File: src/rtl/divider8.sv
// Sequential 8-bit unsigned restoring divider: one quotient bit per clock, eight steps per
// operation, with a one-cycle DONE strobe and divide-by-zero / zero-quotient flags.
module divider8 (
    input  logic       i_clk,
    input  logic       i_rst_n,
    input  logic [7:0] i_a,
    input  logic [7:0] i_b,
    input  logic       i_start,
    output logic [7:0] o_q,
    output logic [7:0] o_r,
    output logic       o_busy,
    output logic       o_done,
    output logic       o_dz,
    output logic       o_z
);

    typedef enum logic [1:0] {StIdle, StRun, StFin} state_e;

    state_e     r_state;
    state_e     w_state_next;
    logic [2:0] r_cnt;
    logic [7:0] r_d;
    logic [7:0] r_s;
    logic [8:0] r_p;
    logic [7:0] r_q;
    logic [7:0] r_r;
    logic       r_dz;
    logic       r_z;

    logic       w_accept;
    logic       w_b_zero;
    logic [8:0] w_t;
    logic       w_ge;
    logic [8:0] w_p_next;
    logic [7:0] w_d_next;

    // START is honoured in IDLE and FIN alike, which gives back-to-back operation.
    assign w_accept = i_start && (r_state != StRun);
    assign w_b_zero = (i_b == 8'h00);

    assign w_t      = {r_p[7:0], r_d[7]};
    assign w_ge     = (w_t >= {1'b0, r_s});
    assign w_p_next = w_ge ? (w_t - {1'b0, r_s}) : w_t;
    assign w_d_next = {r_d[6:0], w_ge};

    always_ff @(posedge i_clk or negedge i_rst_n) begin
        if (!i_rst_n) begin
            r_state <= StIdle;
        end else begin
            r_state <= w_state_next;
        end
    end

    always_comb begin
        w_state_next = r_state;
        unique case (r_state)
            StIdle, StFin: begin
                if (w_accept) begin
                    w_state_next = w_b_zero ? StFin : StRun;
                end else begin
                    w_state_next = StIdle;
                end
            end
            StRun: begin
                if (r_cnt == 3'd0) begin
                    w_state_next = StFin;
                end
            end
            default: w_state_next = StIdle;
        endcase
    end

    always_comb begin
        o_busy = 1'b0;
        o_done = 1'b0;
        unique case (r_state)
            StRun:   o_busy = 1'b1;
            StFin:   o_done = 1'b1;
            default: ;
        endcase
    end

    always_ff @(posedge i_clk or negedge i_rst_n) begin
        if (!i_rst_n) begin
            r_cnt <= 3'd0;
            r_d   <= 8'h00;
            r_s   <= 8'h00;
            r_p   <= 9'h000;
            r_q   <= 8'h00;
            r_r   <= 8'h00;
            r_dz  <= 1'b0;
            r_z   <= 1'b0;
        end else if (w_accept) begin
            if (w_b_zero) begin
                r_q  <= 8'hFF;
                r_r  <= i_a;
                r_dz <= 1'b1;
                r_z  <= 1'b0;
            end else begin
                r_d   <= i_a;
                r_s   <= i_b;
                r_p   <= 9'h000;
                r_cnt <= 3'd7;
            end
        end else if (r_state == StRun) begin
            r_p <= w_p_next;
            r_d <= w_d_next;
            if (r_cnt == 3'd0) begin
                r_q  <= w_d_next;
                r_r  <= w_p_next[7:0];
                r_dz <= 1'b0;
                r_z  <= (w_d_next == 8'h00);
            end else begin
                r_cnt <= r_cnt - 3'd1;
            end
        end
    end

    assign o_q  = r_q;
    assign o_r  = r_r;
    assign o_dz = r_dz;
    assign o_z  = r_z;

endmodule

File: config.mk
export PLATFORM = sky130hd
export DESIGN_NAME = divider8
export DESIGN_NICKNAME = d
export VERILOG_FILES = /design/src/rtl/divider8.sv
export SDC_FILE = /design/constraint.sdc
export NUM_CORES = 1
export LEC_CHECK = 0
export ABC_AREA = 1
export BUFFER_PORTS_ARGS = -buffer_cell sky130_fd_sc_hd__buf_2
export CAP_MARGIN = 10
export CELL_PAD_IN_SITES_DETAIL_PLACEMENT = 2
export CELL_PAD_IN_SITES_GLOBAL_PLACEMENT = 2
export CORE_ASPECT_RATIO = 1.4
export CORE_MARGIN = 1
export CORE_UTILIZATION = 30
export CTS_BUF_LIST = sky130_fd_sc_hd__clkbuf_16
export DETAILED_ROUTE_END_ITERATION = 8
export PLACE_DENSITY_LB_ADDON = 0.1
export REMOVE_ABC_BUFFERS = 1
export SLEW_MARGIN = 20
export SYNTH_ARGS = -nofsm -noshare
export SYNTH_HDL_FRONTEND = slang
export SYNTH_SLANG_ARGS = --single-unit
File: constraint.sdc
create_clock -name i_clk -period 1.6 [get_ports i_clk]
set_input_delay 0.16 -clock i_clk [delete_from_list [all_inputs] [get_ports i_clk]]
set_output_delay 0.16 -clock i_clk [all_outputs]
set_load 0.03 [all_outputs]
# == After elaboration in Yosys (flattened, before gate mapping) ==
# Index checks and enable logic that the tools add are counted.
# totals
in_bits,19
regBits,47
word_cells,65
out_inout_bits,20
# op_classes
reduce_logical,12
add_sub_neg,2
n_lt_le_gt_ge,1
eq_ne,7
bitwise,1
mux,33
# ops
op,count
8-bit two-way mux,15
8-bit logical NOT,2
3-bit two-way mux,4
1-bit two-way mux,10
9-bit by 8-bit greater-or-equal comparator with 1-bit output,1
8-bit subtractor,1
2-bit two-way mux,3
"2-bit != test, second input constant",3
3-bit AND reduction,2
"2-bit by 1-bit != test with 1-bit output, second input constant",2
2-bit one-hot mux with 2 select lines,1
2-bit AND reduction,2
2-bit nonzero test,2
3-bit logical NOT,1
"3-bit by 1-bit subtractor with 3-bit output, second input constant",1
"2-bit by 1-bit == test with 1-bit output, second input constant",1
"2-bit == test, second input constant",1
2-bit logical NOT,1
2-bit OR reduction,1
1-bit logical AND,1
1-bit inverter,1

# == Logic depth before layout (Yosys ltp) ==
# Gate-level depths: netlist of run 1.
# depth
ltp_word,5
ltp_mapped,13
depth_no_buf,13

# == Worst setup path after synthesis of run 1 ==
# No wires, ideal clock.
# synth_timing
path_kind,reg2reg
startpoint,register r_p[2]
endpoint,register r_r[0] (netlist: o_r[0])
stages_incl_launch_ff,12
arrival_ps,1562
required_ps,1487
path_slack_ps,-75
period_less_slack_ps,1675
setup_ps,113
n_path_buf,0
path_cell_list,dfrtp_1 > ha_1 > nand2_2 > inv_1 > nand2_1 > nand2_1 > nand2_1 > nand4_2 > nand3_1 > nand3_1 > nand2_1 > inv_1
# synth_between
elab_chain_cells,5
# synth_lines
element,line,rtl
start: declaration,24,logic [8:0] r_p;
start signal: assignment,106,r_p <= w_p_next;
9-bit by 8-bit greater-or-equal comparator with 1-bit output,42,"assign w_ge = (w_t >= {1'b0, r_s});"
8-bit two-way mux,43,"assign w_p_next = w_ge ? (w_t - {1'b0, r_s}) : w_t;"
8-bit two-way mux,108,if (r_cnt == 3'd0) begin
8-bit two-way mux,105,end else if (r_state == StRun) begin
8-bit two-way mux,93,end else if (w_accept) begin
end signal: assignment,96,r_r <= i_a;
end signal: assignment,110,r_r <= w_p_next[7:0];
end: declaration,26,logic [7:0] r_r;
# Every way passes these cells. The select of a mux whose other input is x is not followed.
# A chain may end at the register's enable or synchronous reset.

# == Final worst setup path of run 1 ==
# layout_timing
startpoint,register r_s[0]
endpoint,register r_p[4]
# layout_between
elab_chain_cells,4
elab_cells_between_ends,5
cone_classes,add/sub: 1; order compare: 1; mux: 3
# layout_lines
element,line,rtl
start: declaration,23,logic [7:0] r_s;
start signal: assignment,101,r_s <= i_b;
8-bit subtractor / 9-bit by 8-bit greater-or-equal comparator with 1-bit output (equally long branches),"43, 42",
8-bit two-way mux (*),43,
8-bit two-way mux (*),105,
8-bit two-way mux (*),93,
# Every way passes the cells marked *; elsewhere a longest branch is shown, timed or not. The select of a mux whose other input is x is not followed.

==> results of run 1 <==
per-stage QoR:
stage                     cell area, um^2  worst slack [ns]  power [mW]  instances
after floorplan                      2730            -0.117        5.50        358
after global placement               3440            -0.293        7.67        551
after detailed placement             3440            -0.327        7.92        551
after CTS                            3820            -0.261        9.85        564
after global routing                 3940            -0.346        10.9        569
final                                3940            -0.230        10.1        569
sequential cells by signal (all words and copies together) (netlist names):
register  cells
o_dz          1
r_p           8
r_state       2
r_s           8
o_r           8
r_d           8
o_z           1
o_q           8
r_cnt         3
area by class of cell:
cell class              count  area (um^2)
clock buffers               5          125
clock inverters             3         38.8
repair buffers             95          661
multi-input cells         252         1580
inverters                  60          225
well taps                 107          134
flip-flops and latches     47         1180
fillers                  1083         5040
how the worst min path moves through the flow:
stage          slack, ns  cells past startpoint                  to     from
3_5_place_dp        0.18                      2  r_p[7]$_DFFE_PN0P_  i_rst_n
4_1_cts              0.1                      3  r_s[7]$_DFFE_PN0P_   i_b[7]
3_3_place_gp        0.17                      2  r_p[7]$_DFFE_PN0P_  i_rst_n
2_1_floorplan      -0.14                      0    o_dz$_DFFE_PN0P_  i_rst_n
5_1_grt             0.12                      3  r_s[7]$_DFFE_PN0P_   i_b[7]
6_report             0.1                      3  r_s[7]$_DFFE_PN0P_   i_b[7]
layout by cell type (no fill, tap or decap), types with 7 or more instances in the layout:
master,count
sky130_fd_sc_hd__a21oi_1,7
sky130_fd_sc_hd__buf_2,38
sky130_fd_sc_hd__buf_4,50
sky130_fd_sc_hd__dfrtp_1,47
sky130_fd_sc_hd__ha_4,8
sky130_fd_sc_hd__inv_1,44
sky130_fd_sc_hd__inv_2,16
sky130_fd_sc_hd__nand2_1,90
sky130_fd_sc_hd__nand2_2,15
sky130_fd_sc_hd__nand3_1,13
sky130_fd_sc_hd__nand3_2,18
sky130_fd_sc_hd__nor2_1,30
sky130_fd_sc_hd__o21ai_0,24
sky130_fd_sc_hd__or2_2,10
layer usage:
metal | up-vias | track usage
li1 | 1327 | -
met1 | 1392 | 0.220
met2 | 29 | 0.409
met3 | 12 | 0.0278
met4 | 0 | 0.0690
met5 | - | 0
power breakdown:
part           internal (mW)  leakage [nW]  total (mW)  switching, mW
registers               1.76         0.567        2.08          0.322
clock network          0.730        0.0812        1.19          0.458
logic                   2.80          1.43        6.82           4.02
logic make-up after synthesis:
kind of cell,count (synthesis)
buffers and inverters,68
DFF,47
xor gates and xnor gates,3
adders and majority gates,11
AOI/OAI and AO/OA,41
and+or+nand+nor,196
repair_timing:
action	4_1_cts	5_1_grt
buffers inserted	3	5
endpoints found under the setup margin	19	20
pin swaps	21	20
cloned	1	0
endpoints found under the hold margin	47	0
gates resized for setup	39	25
hold buffers	1	0
critical path: cells and delay by family (launching register included):
| kind | cells | cell delay (ns) |
|---|---|---|
| xor gates and xnor gates | 1 | 0.18 |
| adders and majority gates | 2 | 0.56 |
| buffers and inverters | 1 | 0.08 |
| DFF | 1 | 0.42 |
| and+or+nand+nor | 6 | 0.54 |
==> out/qor.log, run 1 <==
INFO  run_status     run_status=complete, but fails checks
INFO  run_status     failed_checks=negative setup slack
INFO  setup_path     critical_path.cell_chain=ha_4, fa_2, inv_2, nand3_2, nand3_2, xor2_1, nand3_1, nand2_1, nand2_1, nand2_1
INFO  synthesis      netlist_instances=366
INFO  clock_tree     cts_max_level=2
INFO  synthesis      netlist_area=2780um^2
INFO  synthesis      synthTopCellsByArea=sky130_fd_sc_hd__dfrtp_1, sky130_fd_sc_hd__nand2_1, sky130_fd_sc_hd__inv_1
INFO  cells_and_area post_layout_nets=491
INFO  grt            grt_antenna_before_repair=0
INFO  synthesis      synthesized_area_fraction_occupied_by_and_or_nand_nor_cells=0.339
INFO  grt            groute.usage.overall=0.205
INFO  timing         timing.clock.skew=0.00461ns
INFO  cells_and_area post_route_cells_drive_above_1_share=0.411
INFO  floorplan      fp.dieW=83.3um
INFO  grt            via_count_of_the_first_global_routing_pass=3138
INFO  setup_path     critPathSlowestCell=sky130_fd_sc_hd__dfrtp_1
INFO  grt            grt_max_degree=48
INFO  synthesis      synth_enable_flop_cells=0
INFO  synthesis      synth.mux.area_fraction=0
INFO  synthesis      area_leader_netlist=sky130_fd_sc_hd__dfrtp_1
INFO  detailed_routing detailroute.via_count=2760
INFO  setup_path     cpMostUsedCell=sky130_fd_sc_hd__nand2_1
INFO  synthesis      seq_area_frac_synth=0.423
INFO  floorplan      num_rows=41
INFO  detailed_routing drt-met1-wl=3620um
INFO  clock_tree     cts_tree=built
INFO  synthesis      postSynth.asyncResetShare=1.00
INFO  detailed_routing drt-vias-per-instance=4.85
INFO  detailed_routing final_antenna_net_count=0
INFO  placement      port_buffers=38
INFO  timing         finalMaxSlewViolations=0
INFO  synthesis      synth.ff_latch_count=47
INFO  clock_tree     cts-buffers-inserted=5
INFO  setup_path     cp_startpoint_kind=register
INFO  synthesis      synth_xor_area_frac=0.00946
INFO  synthesis      synth_top_family_by_area=simple AND/OR/NAND/NOR gates
INFO  timing         slew_at_the_pin_closest_to_its_max_slew_limit=0.330ns
INFO  detailed_routing met2_length=5360um
INFO  synthesis      yosysMostFrequentCell=sky130_fd_sc_hd__nand2_1
INFO  synthesis      synth.distinct_cells=31
INFO  hold_path      hold_class=input port to register
INFO  setup_path     slowest_delay=0.42ns
INFO  synthesis      synth_ff_type=sky130_fd_sc_hd__dfrtp_1
INFO  timing         totalNegativeSetupSlack=-2.76ns
INFO  placement      gp_congestion=0.766
INFO  synthesis      yosysTopAreaCellShare=0.423
INFO  setup_path     cp.required=1.83ns
INFO  floorplan      die-height=116um
INFO  timing         setup_viol=19
INFO  setup_path     critPathLaunch=r_s[0]$_DFFE_PN0P_
INFO  setup_path     critPathMaxFanout=2
INFO  setup_path     crit_path_end=r_p[4]$_DFFE_PN0P_
INFO  pwr            ir_drop=991uV
INFO  setup_path     worstPathArrival=2.06ns
INFO  cells_and_area areaGrowthSynthToFinish=41.8%
INFO  timing         unrepaired_setup_endpoints_after_global_routing=yes
INFO  detailed_routing drt-initial-drc-count=51
INFO  detailed_routing drc=0
INFO  setup_path     worst_r2r_endpoint=r_p[4]$_DFFE_PN0P_
INFO  timing         setup_slack=-0.230ns
INFO  pwr            p_leak=2.08nW
INFO  clock_tree     insertion_delay_of_the_later_clocked_pin_in_the_worst_skew_pair=0.29ns
INFO  setup_path     category_of_the_worst_setup_path_capture_point=register
INFO  synthesis      synth-adder-area-share=0.0523
INFO  timing         finalWorstPathRequiredPeriod=1.83ns
INFO  floorplan      core_area=8980um^2
INFO  detailed_routing total_routed_wirelength=9350um
INFO  grt            global_route.overflow_total=0
INFO  detailed_routing dr.max_layer_used=met4
INFO  floorplan      boundary_pin_count=39
INFO  setup_path     worstSetupPathType=register to register
INFO  synthesis      compound_gate_portion_of_the_synthesized_area=0.0779
INFO  timing         max_clock_freq=0.546GHz
INFO  clock_tree     cts.clk_slew.worst_paths=0.07ns
INFO  clock_tree     cts.path.max_buffers=2
INFO  pwr            cell_area_power_density=2560nW/um^2
INFO  cells_and_area final_core_utilization=0.439
INFO  setup_path     setup.reg_to_reg.worst_slack=-0.23ns
INFO  setup_path     r2r.worst_path.cells=10
INFO  placement      dpl.hpwl=6930um
INFO  clock_tree     clock_sinks=47
INFO  detailed_routing detailroute.wirelength.met3=154um
INFO  grt            grt_pass1_wl=15300um
INFO  floorplan      die_area=9650um^2
INFO  setup_path     reg2reg_from=r_s[0]$_DFFE_PN0P_
INFO  timing         share_of_the_cycle_needed_by_the_critical_path_after_routing=1.14
INFO  floorplan      initial_utilization=0.309
INFO  timing         timing.final.hold_violations=0
INFO  synthesis      avgSynthCellArea=7.59um^2
INFO  timing         whs=0.0957ns
INFO  detailed_routing routedWlPerCell=16.4um
INFO  synthesis      synthTopCellsByCount=sky130_fd_sc_hd__nand2_1, sky130_fd_sc_hd__inv_1, sky130_fd_sc_hd__dfrtp_1
INFO  flow_run       max_cap_viol_count=0
INFO  clock_tree     clock_tree.root_cell=sky130_fd_sc_hd__clkbuf_16
INFO  cells_and_area diodes=0
INFO  detailed_routing drt-pass1-iter-count=4
INFO  synthesis      yosys_warnings=0
INFO  timing         max_slew_margin_vs_limit=0.780
Power figures use the tool's default switching activity.
==> run 2, diff against run 1 <==
--- a/config.mk
+++ b/config.mk
@@ -8,7 +8,7 @@
 export ABC_AREA = 1
 export BUFFER_PORTS_ARGS = -buffer_cell sky130_fd_sc_hd__buf_2
 export CAP_MARGIN = 10
-export CELL_PAD_IN_SITES_DETAIL_PLACEMENT = 2
+export CELL_PAD_IN_SITES_DETAIL_PLACEMENT = 1
 export CELL_PAD_IN_SITES_GLOBAL_PLACEMENT = 2
 export CORE_ASPECT_RATIO = 1.4
 export CORE_MARGIN = 1
==> out/qor.log, run 2 (synthesis gave the netlist of run 1 again) <==
INFO  run_status     run_status=complete, but fails checks
INFO  run_status     failed_checks=negative setup slack
INFO  pwr            ir_drop=1030uV [+3.9%]
INFO  timing         totalNegativeSetupSlack=-2.47ns [+0.287 ns]
INFO  cells_and_area post_layout_nets=490 [-0.20%]
INFO  clock_tree     cts.clk_slew.worst_paths=0.06ns [about the same]
INFO  clock_tree     clock_sinks=47 [unchanged]
INFO  grt            grt_pass1_wl=14000um [-8.4%]
INFO  detailed_routing routedWlPerCell=14.5um [-12%]
INFO  placement      place_area=3440um^2 [unchanged]
INFO  floorplan      die-height=116um [unchanged]
INFO  placement      dpl.hpwl=6250um [-9.8%]
INFO  pwr            post-layout-total-power=9.84mW [-2.4%]
INFO  clock_tree     cts-buffers-inserted=5 [unchanged]
INFO  cells_and_area layout.cells.most_common=sky130_fd_sc_hd__nand2_1
INFO  detailed_routing total_routed_wirelength=8260um [-12%]
INFO  detailed_routing drt-pass1-iter-count=4 [unchanged]
INFO  timing         finalMaxSlewViolations=0 [unchanged]
INFO  clock_tree     clock_tree.root_cell=sky130_fd_sc_hd__clkbuf_16
INFO  timing         share_of_the_cycle_needed_by_the_critical_path_after_routing=1.11 [-0.0368]
INFO  clock_tree     cts.path.max_buffers=2 [unchanged]
INFO  floorplan      initial_utilization=0.309 [unchanged]
INFO  clock_tree     cts_max_level=2 [unchanged]
INFO  grt            grt_max_degree=48 [unchanged]
INFO  grt            via_count_of_the_first_global_routing_pass=2844 [-9.4%]
INFO  floorplan      die_area=9650um^2 [unchanged]
INFO  setup_path     worstSetupPathType=register to register
INFO  cells_and_area fill_cells=1108 [+2.3%]
INFO  detailed_routing detailroute.via_count=2611 [-5.4%]
INFO  detailed_routing drt-initial-drc-count=53 [+3.9%]
INFO  pwr            p_leak=2.08nW [about the same]
INFO  timing         slew_at_the_pin_closest_to_its_max_slew_limit=0.337ns [+0.00694 ns]
INFO  timing         timing.clock.skew=0.00542ns [+0.000815 ns]
INFO  detailed_routing final_antenna_net_count=0 [unchanged]
INFO  cells_and_area finalInstanceArea=3930um^2 [-0.19%]
INFO  setup_path     cp_startpoint_kind=register
INFO  cells_and_area layout_common_cells=sky130_fd_sc_hd__nand2_1, sky130_fd_sc_hd__inv_1, sky130_fd_sc_hd__buf_4
INFO  grt            grt_antenna_before_repair=0 [unchanged]
INFO  timing         max_clock_freq=0.565GHz [+3.3%]
INFO  clock_tree     insertion_delay_of_the_later_clocked_pin_in_the_worst_skew_pair=0.29ns [about the same]
INFO  setup_path     worstPathArrival=1.93ns [-0.13 ns]
INFO  setup_path     critPathMaxFanout=4 [+2]
INFO  floorplan      num_rows=41 [unchanged]
INFO  setup_path     category_of_the_worst_setup_path_capture_point=register
INFO  floorplan      fp.dieW=83.3um [unchanged]
INFO  clock_tree     cts_tree=built
INFO  pwr            cell_area_power_density=2500nW/um^2 [-2.2%]
INFO  detailed_routing drt-vias-per-instance=4.60 [-5.2%]
INFO  hold_path      hold_class=input port to register
INFO  flow_run       max_cap_viol_count=0 [unchanged]
INFO  timing         setup_slack=-0.171ns [+0.0589 ns]
INFO  floorplan      boundary_pin_count=39 [unchanged]
INFO  timing         unrepaired_setup_endpoints_after_global_routing=yes
INFO  grt            groute.usage.overall=0.187 [-0.0181]
INFO  cells_and_area post_route_cells_drive_above_1_share=0.395 [-0.0165]
INFO  placement      gp_congestion=0.766 [unchanged]
INFO  timing         timing.final.hold_violations=0 [unchanged]
INFO  cells_and_area areaGrowthSynthToFinish=41.5%
INFO  grt            global_route.overflow_total=0 [unchanged]
INFO  floorplan      core_area=8980um^2 [unchanged]
INFO  cells_and_area diodes=0 [unchanged]
INFO  placement      port_buffers=38 [unchanged]
INFO  timing         max_slew_margin_vs_limit=0.776 [-0.00462]
INFO  timing         setup_viol=18 [-1]
INFO  setup_path     cp.required=1.76ns [-0.07 ns]
INFO  detailed_routing drc=0 [unchanged]
INFO  timing         finalWorstPathRequiredPeriod=1.77ns [-0.0589 ns]
## run 2: path summary, 6_finish.rpt
| kind | from | to | slack [ns] | cells after the start |
|---|---|---|---|---|
| max | r_p[2]$_DFFE_PN0P_ | o_q[0]$_DFFE_PN0P_ | -0.17 | 11 |
| min | i_b[0] | r_s[0]$_DFFE_PN0P_ | 0.09 | 3 |
| max reg2reg | r_p[2]$_DFFE_PN0P_ | o_q[0]$_DFFE_PN0P_ | -0.17 | 11 |
| min reg2reg | o_z$_DFFE_PN0P_ | o_z$_DFFE_PN0P_ | 0.49 | 2 |
| max in group asynchronous | i_rst_n | r_s[0]$_DFFE_PN0P_ | 0.98 | 3 |
| min in group asynchronous | i_rst_n | r_s[6]$_DFFE_PN0P_ | 0.38 | 3 |
## run 2: layout make-up
type / count / area [um^2] / area share
Multi-Input combinational cell: 252 / 1600 / 0.407
Sequential cell: 47 / 1180 / 0.299
Timing Repair Buffer: 94 / 657 / 0.167
Inverter: 60 / 225 / 0.0573
Tap cell: 107 / 134 / 0.0341
Clock buffer: 5 / 125 / 0.0318
Clock inverter: 3 / 12.5 / 0.00318
## run 2: metal layers
metal	global-route usage	wire, um	part of all wire
met5	0	0	0
met4	0.0552	110	0.013
met3	0.0292	180	0.022
met2	0.354	4480	0.54
met1	0.217	3500	0.42
## run 2: per-stage QoR
| step | util | hold WS, ns | setup WS (ns) | instances |
|---|---|---|---|---|
| after global routing | 0.438 | 0.105 | -0.288 | 568 |
| after global placement | 0.383 | 0.170 | -0.293 | 551 |
| after detailed placement | 0.383 | 0.174 | -0.321 | 551 |
| final | 0.438 | 0.0941 | -0.171 | 568 |
| after floorplan | - | -0.136 | -0.117 | 358 |
| after CTS | 0.423 | 0.0921 | -0.178 | 563 |
## run 2: worst max-delay path, cell delays in order, from the launching register on
cell and delay, ns:
sky130_fd_sc_hd__dfrtp_1 0.42, sky130_fd_sc_hd__ha_4 0.27, sky130_fd_sc_hd__nand2_4 0.09, sky130_fd_sc_hd__inv_2 0.04, sky130_fd_sc_hd__nand2_2 0.06, sky130_fd_sc_hd__nand2_2 0.06
sky130_fd_sc_hd__nand2_4 0.08, sky130_fd_sc_hd__buf_6 0.10, sky130_fd_sc_hd__nand3_4 0.10, sky130_fd_sc_hd__nor2_4 0.19, sky130_fd_sc_hd__buf_4 0.14, sky130_fd_sc_hd__a31oi_1 0.07
## run 2: timing repair
| action | in CTS | in global routing |
|---|---|---|
| endpoints found under the setup margin | 19 | 20 |
| resized for setup | 44 | 21 |
| hold buffers | 1 | 0 |
| pin swaps | 15 | 17 |
| endpoints found under the hold margin | 47 | 0 |
| cloned | 1 | 1 |
| buffers inserted | 2 | 5 |
## run 2: report_power, final
group          switching (mW)  internal [mW]
Clock                   0.462          0.566
Combinational            3.89           2.85
Sequential              0.321           1.76
Total                    4.67           5.17
==> run 3, diff against run 2 <==
--- a/config.mk
+++ b/config.mk
@@ -15,7 +15,8 @@
 export CORE_UTILIZATION = 30
 export CTS_BUF_LIST = sky130_fd_sc_hd__clkbuf_16
 export DETAILED_ROUTE_END_ITERATION = 8
-export PLACE_DENSITY_LB_ADDON = 0.1
+export HOLD_SLACK_MARGIN = 0.05
+export PLACE_DENSITY = 0.77
 export REMOVE_ABC_BUFFERS = 1
 export SLEW_MARGIN = 20
 export SYNTH_ARGS = -nofsm -noshare
==> out/qor.log, run 3 (synthesis gave the netlist of run 1 again) <==
INFO  run_status     run_status=complete, but fails checks
INFO  run_status     failed_checks=negative setup slack
INFO  placement      port_buffers=38 [unchanged]
INFO  setup_path     worstPathArrival=1.96ns [+0.03 ns]
INFO  floorplan      initial_utilization=0.309 [unchanged]
INFO  detailed_routing total_routed_wirelength=8690um [+5.2%]
INFO  timing         finalMaxSlewViolations=0 [unchanged]
INFO  floorplan      die-height=116um [unchanged]
INFO  timing         slew_at_the_pin_closest_to_its_max_slew_limit=0.489ns [+0.152 ns]
INFO  cells_and_area post_layout_nets=507 [+3.5%]
INFO  flow_run       max_cap_viol_count=0 [unchanged]
INFO  setup_path     critPathLaunch=r_p[1]$_DFFE_PN0P_
INFO  cells_and_area layout.cells.most_common=sky130_fd_sc_hd__nand2_1
INFO  grt            grt_pass1_wl=14200um [+1.2%]
INFO  clock_tree     clock_tree.root_cell=sky130_fd_sc_hd__clkbuf_16
INFO  clock_tree     cts_tree=built
INFO  floorplan      core_area=8980um^2 [unchanged]
INFO  grt            grt_max_degree=25 [-48%]
INFO  setup_path     critPathSlowestCell=sky130_fd_sc_hd__dfrtp_1
INFO  detailed_routing met2_length=4830um [+7.9%]
INFO  setup_path     cpMostUsedCell=sky130_fd_sc_hd__nand3_2
INFO  timing         timing.final.hold_violations=0 [unchanged]
INFO  cells_and_area fill_cells=1114 [+0.54%]
INFO  grt            global_route.overflow_total=0 [unchanged]
INFO  pwr            switching_share=0.467 [-0.00800]
INFO  timing         max_slew_margin_vs_limit=0.674 [-0.102]
INFO  setup_path     reg2reg_from=r_p[1]$_DFFE_PN0P_
INFO  pwr            cell_area_power_density=2520nW/um^2 [+0.56%]
INFO  floorplan      num_rows=41 [unchanged]
INFO  grt            grt_antenna_before_repair=0 [unchanged]
INFO  setup_path     critical_path.cell_chain=ha_4, nand2_1, nor2_2, nand3_2, buf_4, clkinvlp_4, nor2_8, nand3_2, nand3_2, nand2_1, inv_1
INFO  timing         share_of_the_cycle_needed_by_the_critical_path_after_routing=1.11 [+0.00181]
INFO  detailed_routing detailroute.wirelength.met3=152um [-16%]
INFO  detailed_routing drt-vias-per-instance=4.70 [+2.2%]
INFO  setup_path     category_of_the_worst_setup_path_capture_point=register
INFO  timing         totalNegativeSetupSlack=-2.78ns [-0.309 ns]
INFO  timing         setup_viol=19 [+1]
INFO  detailed_routing routedWlPerCell=14.9um [+2.2%]
INFO  clock_tree     cts.path.max_buffers=2 [unchanged]
INFO  floorplan      boundary_pin_count=39 [unchanged]
INFO  placement      gp_congestion=0.813 [+6.1%]
INFO  timing         finalWorstPathRequiredPeriod=1.77ns [+0.00289 ns]
INFO  clock_tree     cts_max_level=2 [unchanged]
INFO  detailed_routing dr.max_layer_used=met4
INFO  setup_path     critical_path.n_buffers_inverters=3 [unchanged]
INFO  timing         unrepaired_setup_endpoints_after_global_routing=yes
INFO  detailed_routing drt-pass1-iter-count=4 [unchanged]
INFO  pwr            netSwitchingPower=4.76mW [+1.9%]
INFO  detailed_routing drt-initial-drc-count=81 [+53%]
INFO  detailed_routing final_antenna_net_count=0 [unchanged]
INFO  setup_path     critical-path-top-delay-family=simple AND/OR/NAND/NOR gates
INFO  cells_and_area diodes=0 [unchanged]
INFO  pwr            p_int=5.44mW [+5.2%]
INFO  cells_and_area areaGrowthSynthToFinish=45.8%
INFO  hold_path      hold_start=i_b[5]
INFO  timing         setup_slack=-0.174ns [-0.00289 ns]
INFO  clock_tree     insertion_delay_of_the_later_clocked_pin_in_the_worst_skew_pair=0.29ns [about the same]
INFO  cells_and_area layout_common_cells=sky130_fd_sc_hd__nand2_1, sky130_fd_sc_hd__buf_4, sky130_fd_sc_hd__dfrtp_1
INFO  detailed_routing drt-met1-wl=3430um [-2.0%]
INFO  pwr            ir_drop=858uV [-17%]
INFO  hold_path      hold_class=input port to register
INFO  detailed_routing detailroute.via_count=2747 [+5.2%]
INFO  setup_path     critPathMaxFanout=5 [+1]
INFO  pwr            p_leak=2.15nW [+3.4%]
INFO  floorplan      fp.dieW=83.3um [unchanged]
INFO  timing         max_clock_freq=0.564GHz [-0.16%]
INFO  pwr            post-layout-total-power=10.2mW [+3.6%]
INFO  clock_tree     cts-buffers-inserted=5 [unchanged]
INFO  detailed_routing drc=0 [unchanged]
INFO  setup_path     cp_startpoint_kind=register
INFO  clock_tree     cts.clk_slew.worst_paths=0.06ns [about the same]
INFO  setup_path     cp.required=1.79ns [+0.03 ns]
INFO  grt            via_count_of_the_first_global_routing_pass=2877 [+1.2%]
INFO  cells_and_area post_route_cells_drive_above_1_share=0.421 [+0.0257]
INFO  floorplan      die_area=9650um^2 [unchanged]
INFO  placement      dpl.hpwl=6290um [+0.67%]
INFO  setup_path     slowest_delay=0.42ns [about the same]
INFO  pwr            seq_power_share=0.203 [-0.008]
INFO  timing         timing.clock.skew=0.00848ns [+0.00306 ns]
INFO  clock_tree     clock_sinks=47 [unchanged]
INFO  pwr            clkPwrFrac=0.099 [-0.005]
INFO  grt            groute.usage.overall=0.190 [+0.00321]
INFO  pwr            pwr-share-comb=0.698 [+0.013]
INFO  setup_path     worstSetupPathType=register to register
## run 3: metrics by stage
| step | util | setup WS (ns) | hold slack [ns] | cells | instance area (um^2) |
|---|---|---|---|---|---|
| global placement | 0.390 | -0.262 | 0.156 | 557 | 3500 |
| CTS | 0.436 | -0.175 | 0.0954 | 579 | 3920 |
| floorplan | - | -0.117 | -0.136 | 358 | 2730 |
| detailed placement | 0.390 | -0.304 | 0.156 | 557 | 3500 |
| global route | 0.451 | -0.323 | 0.103 | 585 | 4050 |
| finish | 0.451 | -0.174 | 0.100 | 585 | 4050 |
## run 3: power groups by stage
stage          registers [mW]  logic [mW]  clock network [mW]
2_1_floorplan            2.45        3.05                   0
3_3_place_gp             2.03        5.66                   0
3_5_place_dp             2.04        5.84                   0
4_1_cts                  2.08        6.68                1.04
5_1_grt                  2.12        7.89                1.08
6_report                 2.07        7.12                1.01
## run 3: layout make-up
type | count | area [um^2] | share of cell area
tap | 107 | 134 | 0.0331
sequential | 47 | 1180 | 0.290
clock inverter | 3 | 11.3 | 0.00278
inverter | 60 | 229 | 0.0565
timing repair buffer | 111 | 801 | 0.198
multi-input combinational | 252 | 1570 | 0.389
clock buffer | 5 | 125 | 0.0309
## run 3: path summary, 6_finish.rpt
| kind | end | slack (ns) | cells after the start |
|---|---|---|---|
| worst max-delay path | o_r[1]$_DFFE_PN0P_ | -0.17 | 11 |
| worst min-delay path | r_s[5]$_DFFE_PN0P_ | 0.10 | 3 |
| worst max register to register | o_r[1]$_DFFE_PN0P_ | -0.17 | 11 |
| worst min register to register | o_dz$_DFFE_PN0P_ | 0.50 | 2 |
| max in group asynchronous | r_d[7]$_DFFE_PN0P_ | 0.72 | 3 |
| min in group asynchronous | o_q[0]$_DFFE_PN0P_ | 0.36 | 2 |
## run 3: timing repair
item,CTS,global route
pin swaps,20,19
hold endpoints to repair,17,0
resized for setup,44,24
hold buffers,1,0
setup buffers,12,5
setup endpoints to repair,26,23
cloned,1,1
## run 3: per-layer routing
| layer | up-vias | track usage |
|---|---|---|
| li1 | 1358 | - |
| met1 | 1341 | 0.211 |
| met2 | 31 | 0.363 |
| met3 | 17 | 0.0221 |
| met4 | 0 | 0.0851 |
| met5 | - | 0 |
## run 3: worst reg2reg max path: cells and delay by family (launching register included)
kind	cells	cell delay, ns
AND/OR/NAND/NOR	7	0.62
flip-flops	1	0.42
buffers and inverters	3	0.32
adder cells (fa/ha/maj)	1	0.32
